### config.mk
export PLATFORM = sky130hd
export DESIGN_NAME = regfile_mp
export DESIGN_NICKNAME = d
export VERILOG_FILES = /design/src/rtl/regfile_mp.sv
export SDC_FILE = /design/constraint.sdc
export NUM_CORES = 2
export LEC_CHECK = 0
export CAP_MARGIN = 20
export CORE_UTILIZATION = 50
export CTS_CLUSTER_SIZE = 40
export DETAILED_ROUTE_END_ITERATION = 8
export DONT_BUFFER_PORTS = 1
export PLACE_DENSITY = 0.69
export RECOVER_POWER = 100
export REMOVE_ABC_BUFFERS = 1
export SLEW_MARGIN = 20
export SYNTH_ARGS = -nofsm -noshare
export SYNTH_HDL_FRONTEND = slang
export SYNTH_SLANG_ARGS = --single-unit
### constraint.sdc
create_clock -name clk -period 4.3 [get_ports clk]
set_input_delay 0.86 -clock clk [delete_from_list [all_inputs] [get_ports clk]]
set_output_delay 0.86 -clock clk [all_outputs]
set_load 0.1 [all_outputs]
### src/rtl/regfile_mp.sv
// regfile_mp: multi-port register file with a busy scoreboard and a self-zeroing INIT sweep.
//
// Ports:
//   clk, rst               clock; asynchronous active-low reset
//   we0/waddr0/wdata0      write port 0
//   we1/waddr1/wdata1      write port 1 (wins over port 0 on the same address)
//   re, raddr              per-port read enable and packed read addresses
//   rdata                  packed combinational read data (with write bypass when re is set)
//   rbusy                  scoreboard busy bit of the register each read port addresses
//   alloc_en, alloc_addr   mark a register busy (a writer has been issued)
//   clr                    re-initialise every register to zero
//   ready                  high once the sweep has finished and the file is usable
//
// Register 0 always reads zero and is never marked busy.
module regfile_mp #(
    parameter int unsigned DATA_W = 32,
    parameter int unsigned ADDR_W = 5,
    parameter int unsigned NRD    = 2
) (
    input  logic                  clk,
    input  logic                  rst,
    input  logic                  we0,
    input  logic [ADDR_W-1:0]     waddr0,
    input  logic [DATA_W-1:0]     wdata0,
    input  logic                  we1,
    input  logic [ADDR_W-1:0]     waddr1,
    input  logic [DATA_W-1:0]     wdata1,
    input  logic [NRD-1:0]        re,
    input  logic [NRD*ADDR_W-1:0] raddr,
    output logic [NRD*DATA_W-1:0] rdata,
    output logic [NRD-1:0]        rbusy,
    input  logic                  alloc_en,
    input  logic [ADDR_W-1:0]     alloc_addr,
    input  logic                  clr,
    output logic                  ready
);

    localparam int unsigned N = 2 ** ADDR_W;

    typedef enum logic [0:0] {StInit, StRun} state_e;

    state_e            state_q, state_d;
    logic [ADDR_W-1:0] cnt_q, cnt_d;
    logic [N-1:0]      busy_q, busy_d;
    logic [DATA_W-1:0] mem_q [N];

    logic run;
    logic upd;
    logic wr0;
    logic wr1;

    assign run   = (state_q == StRun);
    assign ready = run;

    // clr in RUN suppresses any write or alloc in the same cycle.
    assign upd = run && !clr;
    assign wr0 = upd && we0 && (waddr0 != '0);
    assign wr1 = upd && we1 && (waddr1 != '0);

    always_comb begin
        state_d = state_q;
        cnt_d   = cnt_q;
        busy_d  = busy_q;
        unique case (state_q)
            StInit: begin
                cnt_d = cnt_q + 1'b1;
                if (cnt_q == {ADDR_W{1'b1}}) begin
                    state_d = StRun;
                end
            end
            StRun: begin
                if (clr) begin
                    state_d = StInit;
                    cnt_d   = '0;
                    busy_d  = '0;
                end else begin
                    if (wr0) busy_d[waddr0] = 1'b0;
                    if (wr1) busy_d[waddr1] = 1'b0;
                    // Alloc applied last: a new writer issued this cycle stays pending.
                    if (alloc_en && (alloc_addr != '0)) busy_d[alloc_addr] = 1'b1;
                end
            end
            default: state_d = StInit;
        endcase
    end

    always_ff @(posedge clk or negedge rst) begin
        if (!rst) begin
            state_q <= StInit;
            cnt_q   <= '0;
            busy_q  <= '0;
        end else begin
            state_q <= state_d;
            cnt_q   <= cnt_d;
            busy_q  <= busy_d;
        end
    end

    // Storage has no reset; the INIT sweep zeroes it before ready rises.
    always_ff @(posedge clk) begin
        if (!run) begin
            mem_q[cnt_q] <= '0;
        end else begin
            if (wr0) mem_q[waddr0] <= wdata0;
            if (wr1) mem_q[waddr1] <= wdata1;
        end
    end

    logic [ADDR_W-1:0] ra;
    logic [DATA_W-1:0] lane;

    always_comb begin
        rdata = '0;
        rbusy = '0;
        ra    = '0;
        lane  = '0;
        for (int i = 0; i < int'(NRD); i++) begin
            ra   = raddr[i*ADDR_W +: ADDR_W];
            lane = '0;
            if (run && (ra != '0)) begin
                if (re[i] && we1 && (waddr1 == ra)) begin
                    lane = wdata1;
                end else if (re[i] && we0 && (waddr0 == ra)) begin
                    lane = wdata0;
                end else begin
                    lane = mem_q[ra];
                end
                rbusy[i] = busy_q[ra];
            end
            rdata[i*DATA_W +: DATA_W] = lane;
        end
    end

endmodule

-- Yosys cells after proc, flatten, opt, wreduce, memory -nomap -nowiden
Memories as Yosys holds them, arrays and structs flattened.
Index checks and enable logic that the tools add are counted.
- output and inout port bits: 67
- input bits: 97
- memories: 1
- memory bits (writable): 1024
- flip-flop bits (word level): 38
- memory list (name ; depth ; width ; read ports ; clocked after memory_dff ; write ports ; RTL line ; source):
    mem_q ; 32 ; 32 ; 2 ; 0 ; 2 ; 45 ; logic [DATA_W-1:0] mem_q [N];
- reduce and logical (&&, ||, !) cells: 26
- order comparisons: 8
- add/sub/neg operators: 1
- bitwise logic cells: 6
- muxes and demuxes: 41
- eq/ne operators: 6
- operator list (kind ; count):
    32-bit 2-to-1 mux ; 15
    32-bit AND ; 2
    32-bit inverter ; 2
    32-bit bitwise OR ; 1
    32-bit OR reduction ; 1
    5-bit by 6-bit < comparator with 1-bit output (second input constant) ; 5
    5-bit nonzero test ; 5
    5-bit equality test ; 4
    1-bit logical AND ; 19
    1-bit 2-to-1 mux ; 17
    1-bit demux with 5-bit select ; 3
    5-bit by 1-bit >= comparator with 1-bit output (second input constant) ; 3
    1-bit binary-select mux with 5-bit select ; 2
    5-bit 2-to-1 mux ; 2
    5-bit one-hot mux with 2 select lines ; 1
    5-bit by 1-bit adder with 5-bit output (second input constant) ; 1
    5-bit equality test (second input constant) ; 1
    2-bit inequality test (second input constant) ; 1
    1-bit one-hot mux with 2 select lines ; 1
    1-bit logical NOT ; 1
    1-bit inverter ; 1

-- Longest topological paths before layout
- word-level depth: 16
- depth in mapped cells: 11
- depth with buffers taken out: 6

-- Worst setup path after synthesis
Ideal clock, no wire load.
- path kind: input to output
- start: in raddr[2]
- end: out rbusy[0]
- arrival: 5.005 ns
- setup slack: -1.565 ns
- stages on the path: 7
- path buffers: 3
- required time: 3.440 ns
- cells stage by stage: buf_2 nand2b_1 clkbuf_1 clkbuf_1 o221ai_1 o22ai_1 o41ai_1
- word-level cells in the longest chain between the ends: 3
- ends and longest elaborated chain (item ; RTL line ; source):
    from (decl) ; 29 ; input logic [NRD*ADDR_W-1:0] raddr,
    1-bit binary-select mux with 5-bit select or 5-bit nonzero test (tied branches) ; 128, 120 ;
    1-bit 2-to-1 mux (not written as such) or 1-bit logical AND (tied branches) ; 128, 120 ;
    1-bit 2-to-1 mux (*) ; 120 ; if (run && (ra != '0)) begin
    to (decl) ; 31 ; output logic [NRD-1:0] rbusy,
Every way passes the cells marked *; elsewhere a longest branch is shown, timed or not. The select of a mux whose other input is x is not followed.

-- Worst setup path after layout
- start: in raddr[0]
- end: out rdata[25]
- word-level cells in the longest chain between the ends: 5
- ends and longest elaborated chain (item ; RTL line ; source):
    branches (longest 4 deep; another with memory read 32 x 32 bit) ; - ;
    32-bit 2-to-1 mux (*) ; 120 ;
    to (decl) ; 30 ; output logic [NRD*DATA_W-1:0] rdata,
Mark *: on every way between the ends.

==> impl_results.md <==
- Main flop type after synthesis: edfxtp_1
- Clk pin slew, worst setup/hold paths: 60 ps
- DIE HEIGHT: ~360 um
- Share of cells above drive strength 1: 0.178
- Crit-path max cell delay: ~650 ps
- Maximum number of pins on one net before global-route repair: around 330
- FILL cells: 10.2k
- Global-route wire length before repair: approximately 330 mm
- NumNets Final: 5,227
- Tcrit/Tclk final: 1.03
- Pwr Total: 0.0286 W
- Core Area: 124,000 um^2
- Seq/Total Area, Yosys: 0.508
- Internal power: 0.0202 W
- Delay-heaviest family, CP: simple AND/OR/NAND/NOR gates
- Routed via count: between 40k and 50k
- Via-per-instance ratio: 7.10
- Clock skew: 36.1 ps
- Synth Area in XOR/XNOR: 0.00309
- RSZ-0062 raised after global routing: no
- Antenna viol nets, final: 0
- CTS root buffer: clkbuf_16
- Worst vdd ir: 0.361 mV
- FF-to-FF path depth: 7
- Post-synthesis mux area share: 0.210
- CP max FO: about 330
- Simple-gate area share of the yosys netlist: 0.0854
- Hold_ws: 233 ps
- Finish-stage setup viols: 27
- Mapped Area: a little over 60,000 um^2
- Psw: 0.00834 W
- Power density over cell area: between 400 and 500 nW/um^2
- Die W: 355 um
- Failing checks: max-capacitance violations, max-slew violations, negative setup slack
- Cell taking the most area after synthesis: edfxtp_1
- Synth Area in Compound Gates: 0.144
- Area contributors post-synth: edfxtp_1 (49%), mux4_2 (16%), o21ai_0 (8.8%)
- Hold Path Class: input port to flip-flop
- YS warnings: 0
- Post-synth EDFFs: 1,024
- Initial antenna violation count: 4
- Row cnt: 129
- Iteration-0 DRC Markers: about 7.4k
- Sequential power share: 0.470
- Hold Violations, Final: 0
- Leak: 21.4 nW
- Final worst path period need: 4420 ps
- CTS max path bufs: 3
- Seq cells post-synth: around 1.1k
- Main combinational cell family by area after synthesis: multiplexers
- Worst slew margin: -0.422
- WP data required: 3440 ps
- GR Overflow Total: 0
- Status: complete, but fails checks
- Fmax: between 0.2 and 0.25 GHz
- Routability Congestion: 0.957
- IO Count: 164
- Clock power frac: 0.339
- CP endpoint kind: output pin
- Post-DP HPWL: approximately 130 mm
- DR pass1 iterations: 6
- TritonCTS Buffers: 112
- CTS tree: done
- WP data arrival: 3560 ps
- Startpoint Class: input port
- Vias in the first global route: 47.1k
- Final WS setup: -120 ps
- Fraction of registers with async set/reset: 0.0358
- Clk sinks: 1,062
- DR WL/cell: 33.5 um
- DR DRC count: 0
- Port Buf Inserts: 0
- Clk Latency, worst-skew pair: between 700 and 800 ps
- Post-Syn Area per Cell: approximately 11 um^2
- Bufs and invs on worst path: 2
- Initial core utilization: 0.504
- Top cell type's share of synthesized area: 0.493
- Critical Path Stages: 8
- Worst-Margin Slew: around 2100 ps
- Crit-path cells: xor2_1, nor4_1, and4_2, or4_2, buf_12, a211o_1, o221ai_2, clkbuf_4
- Hold Path Depth: 1
- Library cells used by synthesis: 65
- Switch share: 0.292
- Combinational fraction of design power: 0.191
- Die outline area: 126,000 um^2
- Syn Inst Count: between 5k and 6k
- Slew Viols, Final: between 400 and 500
- Post-Synth Adder-Cell Area: 0.000401
- Post-CTS setup buffers: 0
- Area Overhead vs Synth: 9.31%
- GRT Total Usage: 0.362
- Number of max-cap violations: 13
- Drt total wl: 230 mm
- H-Tree Depth: 3
- Critical setup path kind: input port to output pin
- Slowest CP cell: or4_2
## Yosys cell counts (11+ instances only)
master,count
buf_2,116
inv_1,40
a21oi_1,78
buf_4,31
edfxtp_1,1024
buf_1,46
mux4_2,456
a211o_1,31
o221ai_1,101
o22ai_1,54
mux2i_1,244
nand2_1,1121
xnor2_1,16
dfrtp_1,38
clkbuf_2,11
clkbuf_1,478
and3_1,35
a22oi_1,133
o2bb2ai_1,27
mux2_2,33
nor2_1,92
o21ai_0,1097
a31oi_1,14
## routing by layer
metal	routed length, um	track usage	vias to the layer above
met4	17700	0.236	2
met1	75500	0.455	23500
li1	-	-	20100
met3	33800	0.101	982
met5	13	0	-
met2	103000	0.550	4139
## final timing paths
| check | endpoint | start | slack (ps) |
|---|---|---|---|
| max in group asynchronous | ready | rst | 1590 |
| max reg2reg | mem_q[30][22] | ready | 70 |
| min | busy_q[5] | clr | 230 |
| min in group asynchronous | busy_q[6] | rst | 1330 |
| max | rdata[25] | raddr[0] | -120 |
| min reg2reg | busy_q[24] | busy_q[24] | 540 |
## per-stage QoR
| step | instances | cell area, um^2 | TNS [ps] | setup WS, ps | utilization |
|---|---|---|---|---|---|
| 6_report | 6863 | 68200 | -1270 | -120 | 0.551 |
| 2_1_floorplan | 4766 | 59500 | -1210040 | -2160 | - |
| 4_1_cts | 6857 | 69600 | 0 | 194 | 0.563 |
| 5_1_grt | 6858 | 68200 | 0 | 18.0 | 0.551 |
| 3_3_place_gp | 6649 | 66000 | 0 | 248 | 0.534 |
| 3_5_place_dp | 6649 | 66000 | 0 | 394 | 0.534 |
## cells by family (layout without fill, tap and decap cells)
| group | count (synthesis) | in the layout |
|---|---|---|
| other | 0 | 6 |
| DFF | 1062 | 1062 |
| buffers and inverters | 728 | 496 |
| and+or+nand+nor | 1332 | 1332 |
| adders and majority gates | 2 | 2 |
| muxes | 733 | 733 |
| xor gates and xnor gates | 22 | 22 |
| AOI/OAI and AO/OA | 1573 | 1573 |
## state kept, by name, summed over array words and instances, names as in the netlist
name,flops
cnt_q,5
ready,1
busy_q,32
mem_q,1024
## worst register-to-register path: cells and delay by family (launching register included)
family	cells	cell delay, ps
buf+inv	3	2280
flops	1	610
compound gates	3	700
simple gates	1	220
## cell usage in the layout, fill, tap and decap left out, types with 31 or more instances in the layout
master     count
a211o_1       31
a21oi_1       77
a22oi_1      133
and3_1        35
buf_12        73
buf_4         41
clkbuf_1      77
clkbuf_16    113
clkbuf_2      53
dfrtp_1       37
edfxtp_1    1024
inv_1         40
mux2_2        33
mux2i_1      244
mux4_2       456
nand2_1     1120
nor2_1        72
o21ai_0     1075
o221ai_1      70
o221ai_2      31
o22ai_1       53
## power groups by stage
stage	Combinational (W)	Sequential (W)	Clock, W
6_report	0.00545	0.0134	0.00968
3_3_place_gp	0.00567	0.0135	0
3_5_place_dp	0.00573	0.0136	0
2_1_floorplan	0.00315	0.0135	0
4_1_cts	0.00575	0.0134	0.00968
5_1_grt	0.00554	0.0136	0.0100
## layout make-up
cell class                 count  area [um^2]  share of cell area
tap                         1637         2050              0.0300
clock inverter                67          638             0.00936
sequential                  1062        31700               0.465
timing repair buffer         248         2510              0.0369
antenna                        6         15.0            0.000220
multi-input combinational   3662        28200               0.413
inverter                      42          158             0.00231
clock buffer                 139         2930              0.0429
## timing repair
action	4_1_cts	5_1_grt
endpoints found under the setup margin	0	3
resized for setup	0	3
hold buffers	2	0
hold endpoints to repair	38	0
No activity file was read; power rests on OpenSTA's default activity.
